**config.mk**
```make
export PLATFORM = sky130hd
export DESIGN_NAME = dbus_arbiter_flat
export DESIGN_NICKNAME = d
export VERILOG_FILES = /design/src/rtl/rv32i_types_pkg.sv /design/src/rtl/dbus_arbiter_if.sv /design/src/rtl/dbus_arb_select.sv /design/src/rtl/dbus_arbiter.sv /design/src/flat_wrapper.sv
export SDC_FILE = /design/constraint.sdc
export NUM_CORES = 1
export LEC_CHECK = 0
export ABC_AREA = 1
export CAP_MARGIN = 20
export CORE_AREA = 2 2 108 110
export CTS_CLUSTER_DIAMETER = 50
export DETAILED_ROUTE_END_ITERATION = 10
export DIE_AREA = 0 0 110 112
export GPL_TIMING_DRIVEN = 0
export PLACE_DENSITY = 0.62
export SLEW_MARGIN = 5
export SYNTH_ARGS = -nofsm -noshare
export SYNTH_HDL_FRONTEND = slang
export SYNTH_HIERARCHICAL = 1
export SYNTH_SLANG_ARGS = --single-unit
```
**constraint.sdc**
```tcl
create_clock -name CLK -period 4.4 [get_ports CLK]
set_input_delay 0.44 -clock CLK [delete_from_list [all_inputs] [get_ports CLK]]
set_output_delay 0.44 -clock CLK [all_outputs]
set_load 0.1 [all_outputs]
```
**src/rtl/rv32i_types_pkg.sv**
```systemverilog
// Shared types for the data-bus arbiter: FSM states and requester indices.
package rv32i_types_pkg;

  localparam int unsigned DBUS_NREQ = 2;
  localparam int unsigned BYTE_EN_W = 4;

  // Requester indices on the shared data bus
  localparam logic REQ_PIPE  = 1'b0;
  localparam logic REQ_RMGMT = 1'b1;

  typedef enum logic [1:0] {
    IDLE  = 2'd0,
    LOCK0 = 2'd1,
    LOCK1 = 2'd2
  } dbus_arb_state_t;

endpackage

```
**src/rtl/dbus_arbiter_if.sv**
```systemverilog
// Data-bus bundle between two requesters, the arbiter and memory.
// master: arbiter view (drives memory side, returns busy/rdata to requesters).
// slave:  environment view (requesters and memory).
interface dbus_arbiter_if #(
  parameter int unsigned WORD_W = 32
);
  import rv32i_types_pkg::*;

  logic [DBUS_NREQ-1:0][WORD_W-1:0]    m_addr;
  logic [DBUS_NREQ-1:0][WORD_W-1:0]    m_wdata;
  logic [DBUS_NREQ-1:0]                m_ren;
  logic [DBUS_NREQ-1:0]                m_wen;
  logic [DBUS_NREQ-1:0][BYTE_EN_W-1:0] m_byte_en;
  logic [WORD_W-1:0]                   m_rdata;
  logic [DBUS_NREQ-1:0]                m_busy;

  logic [WORD_W-1:0]                   s_addr;
  logic [WORD_W-1:0]                   s_wdata;
  logic                                s_ren;
  logic                                s_wen;
  logic [BYTE_EN_W-1:0]                s_byte_en;
  logic [WORD_W-1:0]                   s_rdata;
  logic                                s_busy;

  modport master (
    input  m_addr, m_wdata, m_ren, m_wen, m_byte_en, s_rdata, s_busy,
    output m_rdata, m_busy, s_addr, s_wdata, s_ren, s_wen, s_byte_en
  );

  modport slave (
    output m_addr, m_wdata, m_ren, m_wen, m_byte_en, s_rdata, s_busy,
    input  m_rdata, m_busy, s_addr, s_wdata, s_ren, s_wen, s_byte_en
  );

endinterface

```
**src/rtl/dbus_arb_select.sv**
```systemverilog
// Tie-break between the two data-bus requesters.
// DBUS_ARB_RR_EN defined:   round-robin, the requester not granted last wins a tie.
// DBUS_ARB_RR_EN undefined: fixed priority, RISC-MGMT (requester 1) wins a tie.
module dbus_arb_select
  import rv32i_types_pkg::*;
(
  input  logic [DBUS_NREQ-1:0] req,
  input  logic                 last_grant,
  output logic                 winner
);

`ifdef DBUS_ARB_RR_EN
  // Single requester wins outright; on a tie hand the bus to the other side
  always_comb begin
    winner = REQ_PIPE;
    if (&req) begin
      winner = ~last_grant;
    end else if (req[REQ_RMGMT]) begin
      winner = REQ_RMGMT;
    end
  end
`else
  // Last grant is still tracked by the caller but plays no part in selection
  logic w_unused_last_grant;
  assign w_unused_last_grant = last_grant;

  // RISC-MGMT wins whenever it asks
  always_comb begin
    winner = REQ_PIPE;
    if (req[REQ_RMGMT]) begin
      winner = REQ_RMGMT;
    end
  end
`endif

endmodule

```
**src/rtl/dbus_arbiter.sv**
```systemverilog
// Two-requester data-bus arbiter (pipeline port 0, RISC-MGMT port 1).
// Grant is combinational in IDLE and held in LOCKn until memory completes
// or the owner drops its request. Tie-break policy selected by
// DBUS_ARB_RR_EN inside dbus_arb_select.
module dbus_arbiter
  import rv32i_types_pkg::*;
#(
  parameter int unsigned WORD_W = 32
) (
  input  logic           CLK,
  input  logic           nRST,
  dbus_arbiter_if.master bus
);

  dbus_arb_state_t       r_state;
  dbus_arb_state_t       w_state_next;
  logic                  r_last_grant;
  logic                  w_last_grant_next;

  logic [DBUS_NREQ-1:0]  w_req;
  logic                  w_winner;
  logic                  w_gnt_valid;
  logic                  w_gnt_idx;

  logic [WORD_W-1:0]     w_s_addr;
  logic [WORD_W-1:0]     w_s_wdata;
  logic                  w_s_ren;
  logic                  w_s_wen;
  logic [BYTE_EN_W-1:0]  w_s_byte_en;
  logic [DBUS_NREQ-1:0]  w_m_busy;

  assign w_req = bus.m_ren | bus.m_wen;

  dbus_arb_select u_select (
    .req        (w_req),
    .last_grant (r_last_grant),
    .winner     (w_winner)
  );

  // State and last-grant registers; requester 0 wins the first tie after reset
  always_ff @(posedge CLK or negedge nRST) begin
    if (!nRST) begin
      r_state      <= IDLE;
      r_last_grant <= REQ_RMGMT;
    end else begin
      r_state      <= w_state_next;
      r_last_grant <= w_last_grant_next;
    end
  end

  // Grant selection, next state and the muxed bus fields
  always_comb begin
    w_state_next      = r_state;
    w_last_grant_next = r_last_grant;
    w_gnt_valid       = 1'b0;
    w_gnt_idx         = REQ_PIPE;
    w_s_addr          = '0;
    w_s_wdata         = '0;
    w_s_ren           = 1'b0;
    w_s_wen           = 1'b0;
    w_s_byte_en       = '0;
    w_m_busy          = '1;

    unique case (r_state)
      IDLE: begin
        w_gnt_valid = |w_req;
        w_gnt_idx   = w_winner;
      end
      LOCK0: begin
        w_gnt_valid = 1'b1;
        w_gnt_idx   = REQ_PIPE;
      end
      LOCK1: begin
        w_gnt_valid = 1'b1;
        w_gnt_idx   = REQ_RMGMT;
      end
      default: begin
        w_state_next = IDLE;
      end
    endcase

    if (w_gnt_valid) begin
      w_s_addr            = bus.m_addr[w_gnt_idx];
      w_s_wdata           = bus.m_wdata[w_gnt_idx];
      w_s_ren             = bus.m_ren[w_gnt_idx];
      w_s_wen             = bus.m_wen[w_gnt_idx];
      w_s_byte_en         = bus.m_byte_en[w_gnt_idx];
      w_m_busy[w_gnt_idx] = bus.s_busy;

      // Abort releases the bus without touching the fairness record
      if (!w_req[w_gnt_idx]) begin
        w_state_next = IDLE;
      end else if (!bus.s_busy) begin
        w_state_next      = IDLE;
        w_last_grant_next = w_gnt_idx;
      end else begin
        w_state_next = w_gnt_idx ? LOCK1 : LOCK0;
      end
    end
  end

  assign bus.s_addr    = w_s_addr;
  assign bus.s_wdata   = w_s_wdata;
  assign bus.s_ren     = w_s_ren;
  assign bus.s_wen     = w_s_wen;
  assign bus.s_byte_en = w_s_byte_en;
  assign bus.m_busy    = w_m_busy;
  assign bus.m_rdata   = bus.s_rdata;

endmodule

```
**src/flat_wrapper.sv**
```systemverilog
// flat-port wrapper written by rule: the top's interface ports become plain ports
module dbus_arbiter_flat import rv32i_types_pkg::*;
#(
  parameter int unsigned WORD_W = 32
)
  (CLK, nRST, bus_m_addr, bus_m_wdata, bus_m_ren, bus_m_wen, bus_m_byte_en, bus_s_rdata, bus_s_busy, bus_m_rdata, bus_m_busy, bus_s_addr, bus_s_wdata, bus_s_ren, bus_s_wen, bus_s_byte_en);
  dbus_arbiter_if #(.WORD_W(WORD_W)) bus_i ();
  input  logic CLK;
  input  logic nRST;
  input wire logic [$bits(bus_i.m_addr)-1:0] bus_m_addr;
  input wire logic [$bits(bus_i.m_wdata)-1:0] bus_m_wdata;
  input wire logic [$bits(bus_i.m_ren)-1:0] bus_m_ren;
  input wire logic [$bits(bus_i.m_wen)-1:0] bus_m_wen;
  input wire logic [$bits(bus_i.m_byte_en)-1:0] bus_m_byte_en;
  input wire logic [$bits(bus_i.s_rdata)-1:0] bus_s_rdata;
  input wire logic [$bits(bus_i.s_busy)-1:0] bus_s_busy;
  output wire logic [$bits(bus_i.m_rdata)-1:0] bus_m_rdata;
  output wire logic [$bits(bus_i.m_busy)-1:0] bus_m_busy;
  output wire logic [$bits(bus_i.s_addr)-1:0] bus_s_addr;
  output wire logic [$bits(bus_i.s_wdata)-1:0] bus_s_wdata;
  output wire logic [$bits(bus_i.s_ren)-1:0] bus_s_ren;
  output wire logic [$bits(bus_i.s_wen)-1:0] bus_s_wen;
  output wire logic [$bits(bus_i.s_byte_en)-1:0] bus_s_byte_en;
  assign bus_i.m_addr = bus_m_addr;
  assign bus_i.m_wdata = bus_m_wdata;
  assign bus_i.m_ren = bus_m_ren;
  assign bus_i.m_wen = bus_m_wen;
  assign bus_i.m_byte_en = bus_m_byte_en;
  assign bus_i.s_rdata = bus_s_rdata;
  assign bus_i.s_busy = bus_s_busy;
  assign bus_m_rdata = bus_i.m_rdata;
  assign bus_m_busy = bus_i.m_busy;
  assign bus_s_addr = bus_i.s_addr;
  assign bus_s_wdata = bus_i.s_wdata;
  assign bus_s_ren = bus_i.s_ren;
  assign bus_s_wen = bus_i.s_wen;
  assign bus_s_byte_en = bus_i.s_byte_en;
  dbus_arbiter #(.WORD_W(WORD_W)) u_core (.CLK(CLK), .nRST(nRST), .bus(bus_i));
endmodule
```
# Yosys cells after proc, flatten, opt, wreduce, memory -nomap -nowiden
# Index checks and enable logic that the tools add are counted.
# totals
register_bits	2
inputBits	175
# classes
n_lt_le_gt_ge	2
n_eq_ne	3
n_mux	28
bitwise_logic	3
n_reduce_logical	5
# ops
op	count
2-to-1 mux 32 bit	6
2-to-1 mux 2 bit	6
2-to-1 mux 4 bit	3
2-to-1 mux 1 bit	10
OR 2 bit	2
case mux 1 bit (2 select lines)	2
OR reduction 2 bit	2
OR reduction 3 bit	1
== test 2 x 1 -> 1 bit (second input constant)	1
== test 2 bit (second input constant)	1
zero test 2 bit	1
less-than comparator 1 x 2 -> 1 bit (second input constant)	1
!= test 2 x 1 -> 1 bit (second input constant)	1
inverter 2 bit	1
demux 1 bit (select 1 bit)	1
greater-or-equal comparator 1 bit (second input constant)	1
logical AND 1 bit	1

# Logic depth before layout (Yosys ltp)
# depth
depth_word	10
ltp_mapped	9
mapped_depth_nobuf	8

# Modules after synthesis
# The synthesis kept the hierarchy.
# by_module_without_submodules
mod	n_inst	cells_per_inst	area_per_inst_um2
dbus_arbiter	1	305	1801.7
dbus_arb_select	1	1	7.5

# Least setup slack after synthesis
# Ideal clock, no wire load.
# synth_timing
kind	input-to-output
startpoint	in bus_m_ren[1]
endpoint	out bus_s_addr[14]
arrival_ns	2.152
t_required_ns	3.960
setup_slack_ns	1.808
cell_stages	9
n_path_buf	2
path_cell_list	nor2_1 > inv_1 > buf_4 > nand2_1 > nand2_2 > inv_2 > buf_2 > nand2_1 > a21oi_2
# synth_between
elab_chain_cells	6
word_cells_on_any_way	8
classes_between	mux: 6; bitwise: 1; reduce/logical: 1
# synth_lines
element	line	text
start: declaration	flat_wrapper.sv:12	input wire logic [$bits(bus_i.m_ren)-1:0] bus_m_ren;
OR 2 bit	dbus_arbiter.sv:32	assign w_req = bus.m_ren | bus.m_wen;
named net u_core.w_req[1]	dbus_arbiter.sv:20	logic [DBUS_NREQ-1:0] w_req;
2-to-1 mux 1 bit	dbus_arb_select.sv:30	if (req[REQ_RMGMT]) begin
named net u_core.w_winner	dbus_arbiter.sv:21	logic w_winner;
case mux 1 bit (2 select lines)	dbus_arbiter.sv:64	unique case (r_state)
2-to-1 mux 32 bit (not written as such) (2 in series)	dbus_arbiter.sv:83	w_s_addr = bus.m_addr[w_gnt_idx];
2-to-1 mux 32 bit	dbus_arbiter.sv:82	if (w_gnt_valid) begin
end: declaration	flat_wrapper.sv:19	output wire logic [$bits(bus_i.s_addr)-1:0] bus_s_addr;
# The timed path passes the listed nets, and every way through them passes these cells. The select of a mux whose other input is x is not followed.

# Worst setup path in the final report
# layout_timing
startpoint	in bus_m_ren[1]
endpoint	out bus_s_wdata[30]
# layout_between
elab_chain_cells	6
word_cells_on_any_way	8
classes_between	mux: 6; bitwise: 1; reduce/logical: 1
# layout_lines
element	line	text
OR 2 bit	dbus_arbiter.sv:32	
named net u_core.w_req[1]	dbus_arbiter.sv:20	
2-to-1 mux 1 bit	dbus_arb_select.sv:30	
named net u_core.w_winner	dbus_arbiter.sv:21	
case mux 1 bit (2 select lines)	dbus_arbiter.sv:64	
2-to-1 mux 32 bit (not written as such) (2 in series)	dbus_arbiter.sv:84	w_s_wdata = bus.m_wdata[w_gnt_idx];
2-to-1 mux 32 bit	dbus_arbiter.sv:82	
end: declaration	flat_wrapper.sv:20	output wire logic [$bits(bus_i.s_wdata)-1:0] bus_s_wdata;
# The timed path passes the listed nets, and every way through them passes these cells. The select of a mux whose other input is x is not followed.

==> impl_metrics.json <==
{
  "cts.reportedPaths.clkPinSlew_ns": 0.03,
  "use_met2_pct": 27.7,
  "syn_nets": 477,
  "synthCells": 299,
  "die-area_um2": 12300,
  "max_stage_delay_ns": 1.18,
  "hold_viol": 0,
  "final_net_count": 728,
  "drv_slew": 0,
  "cts_tree": "yes",
  "detail-route-antenna-nets": 0,
  "io_pins": 279,
  "final_cells": 691,
  "numCtsBuffers": 3,
  "grt_antenna_before_repair": 0,
  "worstPathBufferInverterCount": 6,
  "wl_per_cell_um": 13.6,
  "tightest_slew_ns": 1.03,
  "core_area_um2": 11200,
  "area_growth_pct": 155,
  "cpLargestDelayFamily": "buffers and inverters",
  "place_hpwl_mm": 7.96,
  "stdcell_area_um2": 4470,
  "fmax_mhz": 256,
  "worst-setup-path-type": "primary input to output port",
  "r2r_slack_ns": 3.04,
  "h-tree-depth": 1,
  "cp-start-kind": "primary input",
  "reg_top3": "u_core/r_state (2)",
  "critPathArrivalTime_ns": 3.47,
  "outcome": "complete, no violations",
  "drtPass1Iterations": 4,
  "clock_sinks": 2,
  "grt-busiest-layer": "met2",
  "grt_pass1_vias": 2769,
  "largest_register_ffs": 2,
  "period_share_pct": 88.9,
  "skew_ns": 0.00281,
  "worst_hold_slack_ns": 0.395,
  "drv_cap": 0,
  "grt_use_met3_pct": 2.63,
  "grt_use_met1_pct": 14.8,
  "post-cts-setup-buffers": 0,
  "gp_congestion": 0.810,
  "cts.hold.buffers_added": 0,
  "cts_buffer_depth": 2,
  "worst_ep_required_time_ns": 3.96,
  "gr-total-overflow": 0,
  "path_cells": "clkdlybuf4s50_1 > nor2_1 > inv_1 > buf_4 > nand2_1 > nand2_2 > inv_2 > buf_2 > nand2_1 > a21oi_2 > clkdlybuf4s50_1",
  "clk_latency_ns": 0.22,
  "r2r-end": "u_core/r_state[1]",
  "ys_warn_count": 6,
  "grt_pass1_wl_mm": 13.5,
  "setup_viol": 0,
  "first_iter_violations": 57,
  "num_rows": 39,
  "worstRegToRegCells": 8,
  "portBuffers": 246,
  "max-slew-margin-rel_pct": 31.4,
  "place_inst": 688,
  "rsz0062_at_grt": "no",
  "drc": 0,
  "antenna_cells": 0,
  "totalWireLength_mm": 9.40,
  "syn_area_um2": 1760,
  "place_area_um2": 4400,
  "start_util_pct": 15.7,
  "cts-root-buf": "clkbuf_16",
  "postSynthAreaPerCell_um2": 5.88,
  "die_w_um": 110,
  "hold_class": "primary input to asynchronous set/reset pin",
  "fin_setup_tns_ns": 0,
  "regToRegStartpoint": "u_core/r_state[0]",
  "drive_gt1_share_pct": 22.8,
  "period_minus_slack_ns": 3.91,
  "die_h_um": 112,
  "grt_max_degree": 11,
  "grtUsageTotal_pct": 13.8,
  "end_kind": "output port",
  "regMostFlops": "u_core/r_state",
  "vias": 2763,
  "cts_resized": 0,
  "crit_slowest_cell": "clkdlybuf4s50_1",
  "viasPerCell": 4.00,
  "cp_max_fo": 10
}
worst register-to-register path: stages, from the launching register on:
cell	delay, ns
dfrtp_1	0.37
inv_1	0.11
ha_1	0.19
nand2_1	0.08
nand2_2	0.20
nand2_1	0.08
nor2_1	0.09
nand2_1	0.06
o31ai_1	0.08
worst max path at each step:
| stage | cells past startpoint | slack (ns) | start | endpoint |
|---|---|---|---|---|
| finish | 11 | 0.49 | bus_m_ren[1] | bus_s_wdata[30] |
| global route | 11 | 0.22 | bus_m_ren[1] | bus_s_wdata[30] |
| CTS | 11 | 0.38 | bus_m_ren[1] | bus_s_wdata[30] |
| detailed placement | 11 | 0.39 | bus_m_ren[1] | bus_s_wdata[30] |
| global placement | 11 | 0.39 | bus_m_ren[1] | bus_s_wdata[30] |
| floorplan | 9 | 1.82 | bus_m_ren[1] | bus_s_addr[14] |
routing by layer:
metal / routed length [um] / up-vias / share of wire [%]
li1: - / 1413 / -
met2: 4970 / 152 / 53
met4: 61 / 0 / 0.65
met3: 975 / 6 / 10
met1: 3390 / 1192 / 36
met5: 0 / - / 0
per-stage QoR:
stage,setup slack [ns],util [%]
floorplan,1.82,-
global placement,0.393,39.4
detailed placement,0.395,39.4
CTS,0.385,40.0
global route,0.219,40.0
finish,0.488,40.0
final cells by class:
cell class | instances | area, um^2
multi-input combinational | 233 | 1280
clock buffer | 3 | 75.1
timing repair buffer | 246 | 2460
fill | 1166 | 6700
inverter | 10 | 40.0
sequential | 2 | 50.0
tap | 143 | 179
buffer | 54 | 388
layout by cell type (no fill, tap or decap):
cell type and count:
a21oi_2 70, a21oi_4 1, buf_2 7, buf_4 33
buf_6 7, clkbuf_1 7, clkbuf_16 3, clkdlybuf4s50_1 246
dfrtp_1 2, ha_1 3, inv_1 8, inv_2 1
inv_4 1, nand2_1 148, nand2_2 2, nand3_1 2
nor2_1 5, o31ai_1 2
Power of run 1 is left out: the tool's default activity adds up to more than one toggle a clock period on the data nets, which glitch-free logic cannot reach.
